### src/rtl/rename_regfile_ckpt.sv
// Architectural register file with rename tag table and branch checkpoints.
// Reads return either the committed value or the busy ROB tag; commit bypasses into reads.
module rename_regfile_ckpt #(
    parameter  int XLEN     = 32,
    parameter  int REG_NUM  = 32,
    parameter  int ROB_W    = 4,
    parameter  int RD_PORTS = 2,
    parameter  int CKPT_NUM = 4,
    localparam int REG_W    = $clog2(REG_NUM),
    localparam int CKPT_W   = $clog2(CKPT_NUM)
) (
    input  logic                      clk,
    input  logic                      rst,
    input  logic                      rdy,
    input  logic                      rollback,
    input  logic [RD_PORTS*REG_W-1:0] rd_addr,
    output logic [RD_PORTS*XLEN-1:0]  rd_val,
    output logic [RD_PORTS-1:0]       rd_busy,
    output logic [RD_PORTS*ROB_W-1:0] rd_tag,
    input  logic                      issue,
    input  logic [REG_W-1:0]          issue_rd,
    input  logic [ROB_W-1:0]          issue_rob_pos,
    input  logic                      commit,
    input  logic [REG_W-1:0]          commit_rd,
    input  logic [XLEN-1:0]           commit_val,
    input  logic [ROB_W-1:0]          commit_rob_pos,
    input  logic                      ckpt_save,
    input  logic [CKPT_W-1:0]         ckpt_save_id,
    input  logic                      ckpt_restore,
    input  logic [CKPT_W-1:0]         ckpt_restore_id,
    input  logic                      ckpt_release,
    input  logic [CKPT_W-1:0]         ckpt_release_id,
    output logic [CKPT_NUM-1:0]       ckpt_valid
);

    logic [XLEN-1:0]    val_reg  [REG_NUM];
    logic [REG_NUM-1:0] busy_reg;
    logic [ROB_W-1:0]   tag_reg  [REG_NUM];

    logic [REG_NUM-1:0] ckpt_busy_reg  [CKPT_NUM];
    logic [ROB_W-1:0]   ckpt_tag_reg   [CKPT_NUM][REG_NUM];
    logic [CKPT_NUM-1:0] ckpt_valid_reg;

    logic commit_en, restore_en, issue_en, save_en;

    logic [REG_NUM-1:0]  busy_cl;
    logic [REG_NUM-1:0]  ckpt_busy_cl [CKPT_NUM];
    logic [REG_NUM-1:0]  busy_next;
    logic [ROB_W-1:0]    tag_next [REG_NUM];
    logic [CKPT_NUM-1:0] ckpt_valid_next;

    assign commit_en  = commit && (commit_rd != '0);
    assign restore_en = ckpt_restore && ckpt_valid_reg[ckpt_restore_id] && !rollback;
    assign issue_en   = issue && (issue_rd != '0) && !restore_en && !rollback;
    assign save_en    = ckpt_save && !restore_en && !rollback;

    // Commit clears the live table and every live snapshot whose tag still matches.
    always_comb begin
        busy_cl = busy_reg;
        if (commit_en && tag_reg[commit_rd] == commit_rob_pos)
            busy_cl[commit_rd] = 1'b0;
        for (int c = 0; c < CKPT_NUM; c++) begin
            ckpt_busy_cl[c] = ckpt_busy_reg[c];
            if (commit_en && ckpt_valid_reg[c] && ckpt_tag_reg[c][commit_rd] == commit_rob_pos)
                ckpt_busy_cl[c][commit_rd] = 1'b0;
        end
    end

    always_comb begin
        busy_next = busy_cl;
        for (int r = 0; r < REG_NUM; r++)
            tag_next[r] = tag_reg[r];
        if (restore_en) begin
            busy_next = ckpt_busy_cl[ckpt_restore_id];
            for (int r = 0; r < REG_NUM; r++)
                tag_next[r] = ckpt_tag_reg[ckpt_restore_id][r];
        end else if (issue_en) begin
            busy_next[issue_rd] = 1'b1;
            tag_next[issue_rd]  = issue_rob_pos;
        end
        if (rollback)
            busy_next = '0;
    end

    // Save is applied after the release clear so a same-slot save wins.
    always_comb begin
        ckpt_valid_next = ckpt_valid_reg;
        if (restore_en)
            ckpt_valid_next[ckpt_restore_id] = 1'b0;
        if (ckpt_release)
            ckpt_valid_next[ckpt_release_id] = 1'b0;
        if (save_en)
            ckpt_valid_next[ckpt_save_id] = 1'b1;
        if (rollback)
            ckpt_valid_next = '0;
    end

    always_ff @(posedge clk or negedge rst) begin
        if (!rst) begin
            busy_reg       <= '0;
            ckpt_valid_reg <= '0;
            for (int r = 0; r < REG_NUM; r++) begin
                val_reg[r] <= '0;
                tag_reg[r] <= '0;
            end
            for (int c = 0; c < CKPT_NUM; c++) begin
                ckpt_busy_reg[c] <= '0;
                for (int r = 0; r < REG_NUM; r++)
                    ckpt_tag_reg[c][r] <= '0;
            end
        end else if (rdy) begin
            if (commit_en)
                val_reg[commit_rd] <= commit_val;
            busy_reg <= busy_next;
            for (int r = 0; r < REG_NUM; r++)
                tag_reg[r] <= tag_next[r];
            // A snapshot captures the table after this cycle's issue.
            for (int c = 0; c < CKPT_NUM; c++) begin
                if (save_en && ckpt_save_id == CKPT_W'(c)) begin
                    ckpt_busy_reg[c] <= busy_next;
                    for (int r = 0; r < REG_NUM; r++)
                        ckpt_tag_reg[c][r] <= tag_next[r];
                end else begin
                    ckpt_busy_reg[c] <= ckpt_busy_cl[c];
                end
            end
            ckpt_valid_reg <= ckpt_valid_next;
        end
    end

    assign ckpt_valid = ckpt_valid_reg;

    generate
        for (genvar gi = 0; gi < RD_PORTS; gi++) begin : g_rd
            logic [REG_W-1:0] addr;
            logic             is_zero;
            logic             hit;
            assign addr    = rd_addr[gi*REG_W +: REG_W];
            assign is_zero = (addr == '0);
            // Bypass only when the commit retires the producer the table is waiting on.
            assign hit = commit && (commit_rd == addr) && (commit_rd != '0)
                         && busy_reg[addr] && (tag_reg[addr] == commit_rob_pos);
            assign rd_val[gi*XLEN +: XLEN]   = is_zero ? '0 : (hit ? commit_val : val_reg[addr]);
            assign rd_busy[gi]               = is_zero ? 1'b0 : (hit ? 1'b0 : busy_reg[addr]);
            assign rd_tag[gi*ROB_W +: ROB_W] = is_zero ? '0 : tag_reg[addr];
        end
    endgenerate

endmodule
### config.mk
export PLATFORM = sky130hd
export DESIGN_NAME = rename_regfile_ckpt
export DESIGN_NICKNAME = d
export VERILOG_FILES = /design/src/rtl/rename_regfile_ckpt.sv
export SDC_FILE = /design/constraint.sdc
export NUM_CORES = 2
export LEC_CHECK = 0
export CAP_MARGIN = 40
export CELL_PAD_IN_SITES_DETAIL_PLACEMENT = 1
export CELL_PAD_IN_SITES_GLOBAL_PLACEMENT = 1
export CORE_ASPECT_RATIO = 1.25
export CORE_MARGIN = 2
export CORE_UTILIZATION = 49
export CTS_CLUSTER_SIZE = 8
export DETAILED_ROUTE_END_ITERATION = 16
export PLACE_DENSITY = 0.74
export RECOVER_POWER = 25
export SLEW_MARGIN = 5
export SYNTH_ARGS = -nofsm -noshare
export SYNTH_HDL_FRONTEND = slang
export SYNTH_SLANG_ARGS = --single-unit
export TNS_END_PERCENT = 50
### constraint.sdc
create_clock -name clk -period 4.7 [get_ports clk]
set_input_delay 0.94 -clock clk [delete_from_list [all_inputs] [get_ports clk]]
set_output_delay 0.94 -clock clk [all_outputs]
set_load 0.02 [all_outputs]
==> results.txt <==
The post-detailed-routing wire length is 382 mm. The internal power is 34000 µW. The measured slew at the worst slew-check pin came out at 2.56 ns. The number of max-cap violations came out at 4.

In this run the worst hold path is classified as flop to flop. The violation count after the first detailed-routing iteration is 7124. The clock-pin slew reported for the worst setup and hold paths after clock tree synthesis came out at 0.05 ns. The die is 511 µm tall.

The signal on the critical path passes through mux4_2 -> mux4_2 -> mux2i_1 -> buf_4 -> xnor2_4 -> nor3_4 -> buf_6 -> nand2_8 -> buf_12 -> buf_16 -> buf_12 -> a211oi_4 -> buf_6. Of the synthesized area, sequential elements account for 0.455. The checks that failed: capacitance limit, slew limit, setup timing.

In this design, the largest share of critical-path delay is due to multiplexers. The total overflow left after global routing is 0. The analysis attributes to net switching a power of 14100 µW. Yosys mapped the design onto 43 distinct sky130hd cell types. The final-report max-slew violation count was 343. The power per cell area came out at 406 mW/mm².

Of the total power, combinational logic draws 0.210. The run finished, with violations left. The deepest level of the CTS H-tree came out at 5.

The fraction of the cycle the final worst path needs came out at 1.13. The per-cell via count in the routed design is 7.02. The mean instance size in the synthesized netlist is 14.0 µm².

The core area came out at 0.204 mm². The global-route usage over all layers is 0.365. The hold violation count in the final report was 0.

The post-synthesis instance total is 7200. The total placed instance area is 0.110 mm². Across the whole layout, storage elements account for 0.0458 mm². Entering global routing, the biggest net connects 152 pins. Setup violations remaining at the end of the flow were counted as 85.

The biggest area contributor in the post-synthesis netlist is sky130_fd_sc_hd__dfrtp_1. For this configuration, the core starts out at a cell density of 0.494. Setup total negative slack on the finished layout was measured at -31.17 ns. The async set-reset flop share out of synthesis came out at 1.00. The count of vias placed by the detailed router came out at 72300. The TritonCTS clock tree is done. In the routed design, unresolved DRC markers number 0. STA classifies the critical path startpoint as a flop. The initial antenna violation count is 8.

On the worst path, the slowest cell contributes a delay of 0.50 ns. When the netlist entered floorplanning its net count stood at 7275. The average wire per cell in the routed design is 37.1 µm. Yosys mapped a number of flops with a built-in enable equal to 0. The fraction of final layout cells sized beyond drive strength 1 is 0.499. The smallest setup slack after layout came out at -0.612 ns.

The post-synth design cell area came out at 0.101 mm². After filler insertion, the fill cell instance count of the layout stands at 18800. The timing-limited maximum frequency is 0.188 GHz. Summed over all nets, the half-perimeter wirelength after detailed placement is 237 mm. The number of ports placed on the die boundary came out at 153. Among all flip-flop cells after synthesis, the most frequent one is sky130_fd_sc_hd__dfrtp_1.

The total area of multi-input combinational cells came out at 0.0533 mm². The number of buffer and inverter stages on the critical path came out at 6. The net switching share of the total power is 0.292.

Counting the buffers created by CTS gives 279. The share of total power dissipated in sequential elements is 0.422. The first-pass GRT wire length is 561 mm. The floorplan has 185 rows. The data required time of the critical path is 3.76 ns.

Setup repair after global routing could not meet its margin everywhere. The final instance area is 0.118 mm². Relative to the synthesized area, the layout overhead comes to 17.8%. The floorplan die area came out at 0.209 mm². The peak supply drop is 444 µV. The number of buffers between clock root and the deepest sink came out at 4. In the final design database the tool counted 7637 nets. The count of buffers from port buffering is 152. The slowest stage of the critical path is the sky130_fd_sc_hd__mux4_2 cell. The reported leakage power came out at 0.0518 µW. The critical path is of the flop to primary output type. The number of iterations in the first detailed-routing pass is 5. The die span in x came out at 409 µm. Summing internal, switching and leakage power gives 48100 µW. The final antenna-violating net count came out at 0.

The worst-skew pair later-pin latency is 0.96 ns. Across the routed clock network, the largest skew measured is 0.0625 ns. In this run the clock root is driven by a sky130_fd_sc_hd__clkbuf_16. The register bit count reported by yosys is 1828. Of all nets on the critical path, the largest fanout is 4. Counting every sink on the clock net gives 1828. By area the synthesized netlist is led by sky130_fd_sc_hd__dfrtp_1, sky130_fd_sc_hd__mux4_2, sky130_fd_sc_hd__mux2_2. The final weighted congestion in routability-driven placement came out at 1.02. The register with the most flip-flops in the layout has 1024 of them. The final critical delay including setup and external delays is 5.31 ns. Headroom to the max-slew limit came out at -0.708. The via count of the first global-routing pass came out at 79200. The arrival time reported for the critical path endpoint is 4.37 ns.

STA classifies the critical path endpoint as a primary output. During synthesis, Yosys emitted a total of 0 warnings. The share of the synthesized area in the top cell type came out at 0.455. The portion of total power attributed to the clock network is 0.368.
per-stage QoR:
step / cells / hold slack (ns) / utilization / setup WS [ns]
after global routing: 10300 / 0.410 / 0.582 / -0.598
after global placement: 9944 / 0.376 / 0.540 / -1.00
after detailed placement: 9951 / 0.385 / 0.541 / -1.08
after floorplan: 7200 / 0.441 / - / -0.140
after CTS: 10300 / 0.397 / 0.581 / -0.509
final: 10300 / 0.395 / 0.582 / -0.612
metal layers:
| layer | wire, µm | vias up | GRT usage |
|---|---|---|---|
| met5 | 36 | - | 0 |
| met4 | 33200 | 6 | 0.261 |
| met3 | 30900 | 1465 | 0.0831 |
| met2 | 182000 | 3851 | 0.581 |
| met1 | 135000 | 38800 | 0.440 |
| li1 | - | 28100 | - |
placed cells by master, fill, tap and decap left out, types with 51 or more instances in the layout:
cell / count
sky130_fd_sc_hd__a211oi_4: 58
sky130_fd_sc_hd__a21oi_1: 145
sky130_fd_sc_hd__a31oi_1: 58
sky130_fd_sc_hd__buf_12: 134
sky130_fd_sc_hd__buf_4: 492
sky130_fd_sc_hd__buf_6: 74
sky130_fd_sc_hd__clkbuf_16: 287
sky130_fd_sc_hd__clkdlybuf4s50_1: 69
sky130_fd_sc_hd__dfrtp_1: 1802
sky130_fd_sc_hd__mux2_2: 1617
sky130_fd_sc_hd__mux2i_1: 514
sky130_fd_sc_hd__mux4_2: 902
sky130_fd_sc_hd__nand2_1: 218
sky130_fd_sc_hd__nor2_1: 144
sky130_fd_sc_hd__nor2_4: 51
sky130_fd_sc_hd__o21ai_0: 437
sky130_fd_sc_hd__o22ai_1: 160
cell usage after synthesis (10+ instances only):
cell type and count:
sky130_fd_sc_hd__dfrtp_1 1828, sky130_fd_sc_hd__mux2_2 1617, sky130_fd_sc_hd__mux4_2 902, sky130_fd_sc_hd__clkbuf_1 587, sky130_fd_sc_hd__mux2i_1 523, sky130_fd_sc_hd__o21ai_0 437
sky130_fd_sc_hd__nor2_1 234, sky130_fd_sc_hd__nand2_1 225, sky130_fd_sc_hd__o22ai_1 160, sky130_fd_sc_hd__a21oi_1 146, sky130_fd_sc_hd__buf_1 73, sky130_fd_sc_hd__buf_2 72
sky130_fd_sc_hd__a211oi_1 66, sky130_fd_sc_hd__a31oi_1 58, sky130_fd_sc_hd__nor4_1 45, sky130_fd_sc_hd__inv_1 41, sky130_fd_sc_hd__and2_1 35, sky130_fd_sc_hd__nor3_1 19
sky130_fd_sc_hd__xor2_1 15, sky130_fd_sc_hd__xnor2_1 14, sky130_fd_sc_hd__or4_1 12, sky130_fd_sc_hd__and3_1 10, sky130_fd_sc_hd__o21ai_1 10
area by class of cell:
| cell class | instances | area share |
|---|---|---|
| antenna | 6 | 0.000127 |
| clock buffer | 289 | 0.0604 |
| clock inverter | 7 | 0.000665 |
| inverter | 41 | 0.00130 |
| multi-input combinational | 4595 | 0.450 |
| sequential | 1828 | 0.386 |
| tap | 2711 | 0.0286 |
| timing repair buffer | 817 | 0.0724 |
worst paths after layout:
check	endpoint	from	slack, ns	cells past startpoint
setup / recovery	rd_val[15]	tag_reg[20]$_DFFE_PN0P_	-0.61	13
min in group asynchronous	val_reg[314]$_DFFE_PN0P_	rst	1.34	2
hold reg to reg	val_reg[1004]$_DFFE_PN0P_	val_reg[1004]$_DFFE_PN0P_	0.39	0
max in group asynchronous	ckpt_tag_reg[129]$_DFFE_PN0P_	rst	0.05	3
setup reg to reg	busy_reg[5]$_DFFE_PN0P_	ckpt_tag_reg[99]$_DFFE_PN0P_	0.28	10
hold / removal	val_reg[1004]$_DFFE_PN0P_	val_reg[1004]$_DFFE_PN0P_	0.39	0
kinds of logic (layout without fill, tap and decap cells):
group | Yosys count | after routing | share of synthesized area
buffers and inverters | 777 | 1154 | 0.0301
other | 0 | 6 | 0
AO/OA/AOI/OAI | 887 | 887 | 0.0489
multiplexers | 3042 | 3042 | 0.435
flip-flops | 1828 | 1828 | 0.455
XOR/XNOR | 29 | 29 | 0.00252
AND/OR/NAND/NOR | 637 | 637 | 0.0289
power groups by stage:
stage	clock, µW	sequential (µW)	combinational (µW)
finish	17700	20300	10100
global route	18500	20500	10600
floorplan	0	19400	6410
detailed placement	0	20300	9720
CTS	17900	20200	9960
global placement	0	20100	9360
timing repair:
action                                 in CTS  in global routing
pin swaps                                  10                 12
endpoints found under the hold margin      62                  0
setup endpoints to repair                  74                 99
buffers inserted                           19                 11
hold buffers                                1                  0
resized for setup                         443                 48
gates cloned                                7                  2
(Power assumes the default switching activity.)
